<file path="config.mk">
export PLATFORM = sky130hd
export DESIGN_NAME = counter_capture_compare
export DESIGN_NICKNAME = d
export VERILOG_FILES = /design/src/rtl/counter_capture_compare.sv
export SDC_FILE = /design/constraint.sdc
export NUM_CORES = 1
export LEC_CHECK = 0
export ABC_AREA = 1
export CORE_MARGIN = 1
export CORE_UTILIZATION = 52
export DETAILED_ROUTE_END_ITERATION = 10
export PLACE_DENSITY = 0.81
export SLEW_MARGIN = 30
export SYNTH_ARGS = -nofsm -noshare
export SYNTH_HDL_FRONTEND = slang
export SYNTH_SLANG_ARGS = --single-unit
</file>
<file path="constraint.sdc">
create_clock -name clk -period 2.9 [get_ports clk]
set_input_delay 0.58 -clock clk [delete_from_list [all_inputs] [get_ports clk]]
set_output_delay 0.58 -clock clk [all_outputs]
set_load 0.02 [all_outputs]
</file>
<file path="src/rtl/counter_capture_compare.sv">
// counter_capture_compare
// Consumes the upstream free-running count: tracks count wraps, timestamps
// synchronised event edges into a 2-entry show-ahead FIFO, and pulses
// cmp_hit when the count first reaches a programmed compare value.
module counter_capture_compare #(
    parameter int CNT_W = 4,
    parameter int OVF_W = 4
) (
    input  logic                   clk,
    input  logic                   rst,
    input  logic [CNT_W-1:0]       cnt_in,
    input  logic                   evt_in,
    output logic [OVF_W+CNT_W-1:0] cap_data,
    output logic                   cap_valid,
    input  logic                   cap_ready,
    output logic                   overrun,
    input  logic                   clr_overrun,
    input  logic [CNT_W-1:0]       cmp_val,
    input  logic                   cmp_en,
    output logic                   cmp_hit,
    output logic [OVF_W-1:0]       wrap_cnt
);

    localparam int TS_W  = OVF_W + CNT_W;
    localparam int DEPTH = 2;

    logic [CNT_W-1:0] prev_cnt_q;
    logic [OVF_W-1:0] wrap_cnt_q;
    logic             s1_q, s2_q, s3_q;
    logic             cmp_hit_q;
    logic             overrun_q, overrun_d;
    logic [TS_W-1:0]  mem_q [DEPTH];
    logic [0:0]       wr_ptr_q, rd_ptr_q;
    logic [1:0]       count_q, count_d;

    logic             wrap_now;
    logic             rise;
    logic             full, empty;
    logic             push, pop;
    logic [TS_W-1:0]  ts;

    // Only the exact all-ones -> zero step counts as a wrap; other jumps are ignored.
    assign wrap_now = (prev_cnt_q == {CNT_W{1'b1}}) && (cnt_in == '0);
    assign rise     = s2_q & ~s3_q;
    assign full     = (count_q == 2'd2);
    assign empty    = (count_q == 2'd0);
    assign pop      = ~empty & cap_ready;
    assign push     = rise & (~full | pop);
    // Adding wrap_now keeps the timestamp coherent when the capture lands on the wrap cycle.
    assign ts       = {wrap_cnt_q + OVF_W'(wrap_now), cnt_in};

    assign cap_valid = ~empty;
    assign cap_data  = empty ? '0 : mem_q[rd_ptr_q];
    assign overrun   = overrun_q;
    assign cmp_hit   = cmp_hit_q;
    assign wrap_cnt  = wrap_cnt_q;

    // Sample the count history, wrap counter and event synchroniser chain.
    always_ff @(posedge clk) begin
        if (rst) begin
            prev_cnt_q <= '0;
            wrap_cnt_q <= '0;
            s1_q       <= 1'b0;
            s2_q       <= 1'b0;
            s3_q       <= 1'b0;
        end else begin
            prev_cnt_q <= cnt_in;
            wrap_cnt_q <= wrap_cnt_q + OVF_W'(wrap_now);
            s1_q       <= evt_in;
            s2_q       <= s1_q;
            s3_q       <= s2_q;
        end
    end

    // Compare pulse fires only on the cycle the count first arrives at cmp_val.
    always_ff @(posedge clk) begin
        if (rst) begin
            cmp_hit_q <= 1'b0;
        end else begin
            cmp_hit_q <= cmp_en && (cnt_in == cmp_val) && (prev_cnt_q != cmp_val);
        end
    end

    // Occupancy and sticky overrun next-state; an overrun set beats a same-cycle clear.
    always_comb begin
        count_d   = count_q;
        overrun_d = overrun_q;
        case ({push, pop})
            2'b10:   count_d = count_q + 2'd1;
            2'b01:   count_d = count_q - 2'd1;
            default: count_d = count_q;
        endcase
        if (rise && full && !pop) begin
            overrun_d = 1'b1;
        end else if (clr_overrun) begin
            overrun_d = 1'b0;
        end
    end

    // FIFO pointers, occupancy and overrun flag.
    always_ff @(posedge clk) begin
        if (rst) begin
            wr_ptr_q  <= '0;
            rd_ptr_q  <= '0;
            count_q   <= '0;
            overrun_q <= 1'b0;
        end else begin
            if (push) wr_ptr_q <= wr_ptr_q + 1'b1;
            if (pop)  rd_ptr_q <= rd_ptr_q + 1'b1;
            count_q   <= count_d;
            overrun_q <= overrun_d;
        end
    end

    // Per-entry timestamp storage; contents are don't-care while the entry is unused.
    generate
        for (genvar gi = 0; gi < DEPTH; gi++) begin : g_entry
            always_ff @(posedge clk) begin
                if (push && (wr_ptr_q == 1'(gi))) begin
                    mem_q[gi] <= ts;
                end
            end
        end
    endgenerate

endmodule

</file>
==> flow_metrics.env, run 1 <==
export IMPL_tritoncts="done"
export IMPL_dpl_cell_area_sq_um=1730
export IMPL_path_cells="inv_1 -> nand2_1 -> a21oi_1 -> clkdlybuf4s50_1"
export IMPL_finalWorstSetupSlack_ns=0.422
export IMPL_grt_overflow=0
export IMPL_skew_ns=0.00924
export IMPL_r2r_end="count_q[1]"
export IMPL_synthesis_nets=177
export IMPL_nNetsFinal=211
export IMPL_cts_clk_slew_worst_paths_ns=0.10
export IMPL_p_total_mw=0.928
export IMPL_place_congestion=0.840
export IMPL_r2r_start="count_q[0]"
export IMPL_syn_inst=160
export IMPL_area_delta_synth_final_pct=26.1
export IMPL_hold_start="s1_q"
export IMPL_hold_viol=0
export IMPL_stdcell_area_sq_um=1790
export IMPL_cp_data_required_time_ns=2.32
export IMPL_layoutNonFillerInstCount=225
export IMPL_grt_pass1_wl_mm=4.49
export IMPL_final_setup_tns_ns=0
export IMPL_critPathCaptureType="output port"
export IMPL_vias=1123
export IMPL_cp_slowest_stage_delay_ns=0.63
export IMPL_vdd_drop_max_uv=393
export IMPL_initial_utilization_pct=56.2
export IMPL_drt_iter0_drc=17
export IMPL_io_pins=29
export IMPL_critPathKind="flop to output port"
export IMPL_yosysWarnings=0
export IMPL_gr_usage_all_layers_pct=22.7
export IMPL_reg2regPathDepth=8
export IMPL_die_width_um=54.2
export IMPL_status="finished, final reports clean"
export IMPL_setup_viol=0
export IMPL_cts_sinks=34
export IMPL_numCtsBuffers=5
export IMPL_slew_violations=0
export IMPL_finalWorstPathRequiredPeriod_ns=2.48
export IMPL_grt_antenna_before_repair=0
export IMPL_worst_pin_slew_ns=0.402
export IMPL_dp_hpwl_mm=2.17
export IMPL_clk_latency_ns=0.34
export IMPL_coreArea_sq_um=2520
export IMPL_critPathMaxFanout=9
export IMPL_cts_root_buf="clkbuf_4"
export IMPL_drive_gt1_share_pct=6.67
export IMPL_num_rows=18
export IMPL_arrival_ns=1.90
export IMPL_finalWirelength_mm=2.86
export IMPL_rsz0062_at_grt="false"
export IMPL_power_density_nw_per_um2=519
export IMPL_ctsHoldBuffers=0
export IMPL_dr_pass1_iters=4
export IMPL_cts_setup_buffers=0
export IMPL_critical_path_slowest_cell="clkdlybuf4s50_1"
export IMPL_synth_cell_type_count=18
export IMPL_period_share_pct=85.4
export IMPL_grt_pass1_vias=1043
export IMPL_die_h_um=54.2
export IMPL_cts_htree_levels=2
export IMPL_fin_hold_ws_ns=0.422
export IMPL_cts_resized=0
export IMPL_min_delay_path_depth=2
export IMPL_pre_cts_slack_ns=0.642
export IMPL_post_route_util_pct=70.8
export IMPL_relSlewSlack_pct=73.1
export IMPL_synth_seq_cells=34
export IMPL_p_switching_mw=0.256
export IMPL_avgSynthCellArea_sq_um=8.85
export IMPL_fmax_ghz=0.404
export IMPL_wl_per_cell_um=12.7
export IMPL_min_to="s2_q"
export IMPL_viasPerCell=4.99
export IMPL_hp_class="flop to flop"
export IMPL_ys_seq_area_share_pct=59.4
export IMPL_switching_share_pct=27.6
export IMPL_power_frac_comb_pct=16.2
export IMPL_cap_violations=0
export IMPL_insertedDiodeCount=0
export IMPL_clkPwrFrac_pct=26.6
export IMPL_start_kind="flop"
export IMPL_dp_cells=217
export IMPL_clockBufferDepth=2
export IMPL_grt_max_degree=13
export IMPL_postRouteAntennaNets=0
export IMPL_p_leak_nw=0.768
export IMPL_portBuffers=28
export IMPL_netlist_area_sq_um=1420
export IMPL_p_int_mw=0.672
export IMPL_drc=0
export IMPL_pwr_share_seq_pct=57.2
export IMPL_dieArea_sq_um=2940
export IMPL_r2r_slack_ns=1.35
-- critical path: cells and delay by family (launching register included) --
family | cells | cell delay (ns)
AO/OA/AOI/OAI | 1 | 0.17
AND/OR/NAND/NOR | 1 | 0.09
buffers and inverters | 2 | 0.88
flip-flops | 1 | 0.42
-- synth_stat cells, drive strengths merged --
master / number / share of area (%)
nand3: 4 / 1.4
ha: 3 / 2.7
a31oi: 1 / 0.44
nor2: 24 / 7.4
or2: 1 / 0.44
inv: 25 / 6.6
xnor2: 3 / 1.9
a21oi: 13 / 4.6
edfxtp: 16 / 34
nand4: 4 / 1.8
buf: 1 / 0.35
dfxtp: 18 / 25
and2: 1 / 0.44
nand2: 44 / 12
clkbuf: 1 / 0.26
o21ai: 1 / 0.35
-- cell families after synthesis --
group | Yosys count | share of synthesized area [%]
and+or+nand+nor | 78 | 23.5
DFF | 34 | 59.4
buffers and inverters | 27 | 7.24
AOI/OAI and AO/OA | 15 | 5.39
xor gates and xnor gates | 3 | 1.86
adders and majority gates | 3 | 2.65
-- power groups by stage --
stage	clock network, mW	registers (mW)	logic [mW]
final	0.246	0.531	0.150
after global routing	0.276	0.532	0.169
after CTS	0.257	0.531	0.151
after detailed placement	0	0.542	0.151
after global placement	0	0.540	0.145
after floorplan	0	0.536	0.0878
-- routing by layer --
layer | up-vias | wire [um] | track usage [%]
li1 | 572 | - | -
met1 | 510 | 1240 | 26.4
met2 | 37 | 1440 | 36.4
met3 | 4 | 146 | 9.32
met4 | 0 | 34 | 9.83
met5 | - | 0 | 0
-- how the worst max path moves through the flow --
stage	slack [ns]	to	cells past startpoint	start
after CTS	0.39	cap_data[6]	4	flop
after detailed placement	0.64	mem_q[0][6]	8	cnt_in[2]
final	0.42	cap_data[6]	4	flop
after floorplan	1.31	mem_q[0][6]	7	cnt_in[2]
after global routing	0.32	cap_data[6]	4	flop
after global placement	0.70	mem_q[0][6]	8	cnt_in[3]
-- final cells by class --
type | instances | area [sq um]
clock buffer | 5 | 37.5
clock inverter | 3 | 16.3
fill | 202 | 736
inverter | 25 | 93.8
multi-input combinational | 99 | 473
sequential | 34 | 841
tap | 30 | 37.5
timing repair buffer | 29 | 288
-- cells in the final DEF (no fill, tap or decap) --
master	netlist	final
buf_4	0	1
nand3_1	4	4
nand2_2	2	2
nor2_4	2	2
a31oi_1	1	1
o21ai_0	1	1
clkinv_1	0	1
and2_1	1	1
clkinv_2	0	1
xnor2_1	3	3
dfxtp_1	18	18
clkdlybuf4s50_1	0	28
or2_2	1	1
clkinvlp_4	0	1
nand2_1	42	42
inv_1	25	25
clkbuf_4	0	5
a21oi_1	13	13
nand4_1	4	4
edfxtp_1	16	16
nor2_1	22	22
ha_1	3	3
-- sequential cells by signal, indices dropped and copies added, names as in the netlist, named ones only --
signal	count
rd_ptr_q	1
mem_q	16
prev_cnt_q	4
wr_ptr_q	1
wrap_cnt	4
count_q	2
overrun	1
s1_q	1
s2_q	1
s3_q	1
cmp_hit	1
(Power assumes the default switching activity.)
==> run 2: changes to the inputs <==
--- a/config.mk
+++ b/config.mk
@@ -6,11 +6,11 @@
 export NUM_CORES = 1
 export LEC_CHECK = 0
 export ABC_AREA = 1
-export CORE_MARGIN = 1
+export CAP_MARGIN = 0
 export CORE_UTILIZATION = 52
 export DETAILED_ROUTE_END_ITERATION = 10
 export PLACE_DENSITY = 0.81
-export SLEW_MARGIN = 30
+export SLEW_MARGIN = 25
 export SYNTH_ARGS = -nofsm -noshare
 export SYNTH_HDL_FRONTEND = slang
 export SYNTH_SLANG_ARGS = --single-unit
==> results of run 2 <==
The final DEF is identical to that of run 1; final timing and power are the same.
==> run 3: changes to the inputs <==
--- a/config.mk
+++ b/config.mk
@@ -9,7 +9,8 @@
 export CAP_MARGIN = 0
 export CORE_UTILIZATION = 52
 export DETAILED_ROUTE_END_ITERATION = 10
-export PLACE_DENSITY = 0.81
+export DONT_BUFFER_PORTS = 1
+export PLACE_DENSITY = 0.67
 export SLEW_MARGIN = 25
 export SYNTH_ARGS = -nofsm -noshare
 export SYNTH_HDL_FRONTEND = slang
==> flow_metrics.env, run 3 (synthesis gave the netlist of run 1 again) <==
export IMPL_status="finished, final reports clean"
export IMPL_dp_hpwl_mm=1.78
export IMPL_reg2regPathDepth=4
export IMPL_power_density_nw_per_um2=598
export IMPL_largest_reg_flops=16
export IMPL_clk_latency_ns=0.34
export IMPL_ctsHoldBuffers=0
export IMPL_cap_violations=0
export IMPL_start_kind="flop"
export IMPL_grt_antenna_before_repair=0
export IMPL_drt_iter0_drc=15
export IMPL_p_leak_nw=0.666
export IMPL_cts_root_buf="clkbuf_4"
export IMPL_coreArea_sq_um=2520
export IMPL_area_delta_synth_final_pct=6.54
export IMPL_grt_overflow=0
export IMPL_drive_gt1_share_pct=7.83
export IMPL_grt_max_degree=13
export IMPL_initial_utilization_pct=56.2
export IMPL_cts_resized=0
export IMPL_setup_viol=0
export IMPL_postRouteAntennaNets=0
export IMPL_critPathMaxFanout=9
export IMPL_worst_pin_slew_ns=0.661
export IMPL_wl_per_cell_um=12.5
export IMPL_clockBufferDepth=2
export IMPL_endpoint="cap_data[3]"
export IMPL_arrival_ns=1.43
export IMPL_nNetsFinal=182
export IMPL_critPathKind="flop to output port"
export IMPL_period_share_pct=69.4
export IMPL_die_h_um=54.2
export IMPL_grt_pass1_vias=837
export IMPL_finalWorstPathRequiredPeriod_ns=2.01
export IMPL_skew_ns=0.00224
export IMPL_layout_common_cells="nand2_1, inv_1, nor2_1"
export IMPL_numCtsBuffers=5
export IMPL_final_setup_tns_ns=0
export IMPL_hp_class="primary input to flop"
export IMPL_cts_setup_buffers=0
export IMPL_tritoncts="done"
export IMPL_relSlewSlack_pct=55.8
export IMPL_dieArea_sq_um=2940
export IMPL_grt_pass1_wl_mm=3.57
export IMPL_fmax_ghz=0.497
export IMPL_final_common_cell="nand2_1"
export IMPL_dr_pass1_iters=4
export IMPL_insertedDiodeCount=0
export IMPL_num_rows=18
export IMPL_cts_clk_slew_worst_paths_ns=0.10
export IMPL_place_congestion=0.762
export IMPL_r2r_end="mem_q[0][1]"
export IMPL_r2r_slack_ns=1.29
export IMPL_gr_usage_all_layers_pct=18.4
export IMPL_r2r_start="count_q[0]"
export IMPL_viasPerCell=4.90
export IMPL_cts_sinks=34
export IMPL_top_register="mem_q"
export IMPL_vdd_drop_max_uv=358
export IMPL_cp_data_required_time_ns=2.32
export IMPL_critPathCaptureType="output port"
export IMPL_slew_violations=0
export IMPL_rsz0062_at_grt="false"
export IMPL_vias=961
export IMPL_p_total_mw=0.902
export IMPL_portBuffers=0
export IMPL_finalWirelength_mm=2.46
export IMPL_post_route_util_pct=59.8
export IMPL_nFillCells=229
export IMPL_die_width_um=54.2
export IMPL_hold_viol=0
export IMPL_drc=0
export IMPL_pre_cts_slack_ns=1.13
export IMPL_cts_htree_levels=2
export IMPL_io_pins=29
export IMPL_finalWorstSetupSlack_ns=0.888
==> run 3: changes by cell type in the layout (fill, tap and decap cells not counted), sizes merged <==
cell / before / now
clkinv: 2 / 1
buf: 1 / 0
clkbuf: 5 / 6
clkdlybuf4s50: 28 / 0
==> run 3: layout make-up <==
cell class	instances	area, sq um	share of cell area, %
multi-input cells	99	473	31.3
clock buffers	6	51.3	3.40
inverters	25	93.8	6.22
well taps	30	37.5	2.49
flip-flops and latches	34	841	55.7
clock inverters	2	12.5	0.829
==> run 3: worst min-delay path by stage <==
stage	cells past startpoint	startpoint	endpoint	slack, ns
2_1_floorplan	2	s1_q	s2_q	0.39
3_3_place_gp	2	s1_q	s2_q	0.39
3_5_place_dp	2	s1_q	s2_q	0.39
4_1_cts	1	rst	overrun	0.27
5_1_grt	1	rst	wrap_cnt[1]	0.27
6_report	1	rst	overrun	0.30
==> run 3: worst max-delay path: stages (launching register included) <==
cell and delay (ns):
dfxtp_1 0.41, inv_1 0.21, nand2_1 0.08, a21oi_1 0.38
==> run 3: metal layers <==
metal / wire (um) / vias up / global-route usage [%]
met1: 1110 / 418 / 20.7
met5: 0 / - / 0
met4: 38 / 0 / 12.8
met2: 1190 / 24 / 28.7
met3: 115 / 4 / 6.78
li1: - / 515 / -
==> run 3: where the power goes <==
group	switching (mW)	internal [mW]	total, mW
Sequential	0.0145	0.516	0.531
Clock	0.160	0.116	0.276
Combinational	0.0691	0.0265	0.0956
==> run 3: per-stage QoR <==
step	hold slack (ns)	std cells	area, sq um
CTS	0.272	196	1510
global route	0.275	196	1510
finish	0.295	196	1510
floorplan	0.388	160	1420
global placement	0.392	188	1450
detailed placement	0.395	188	1450
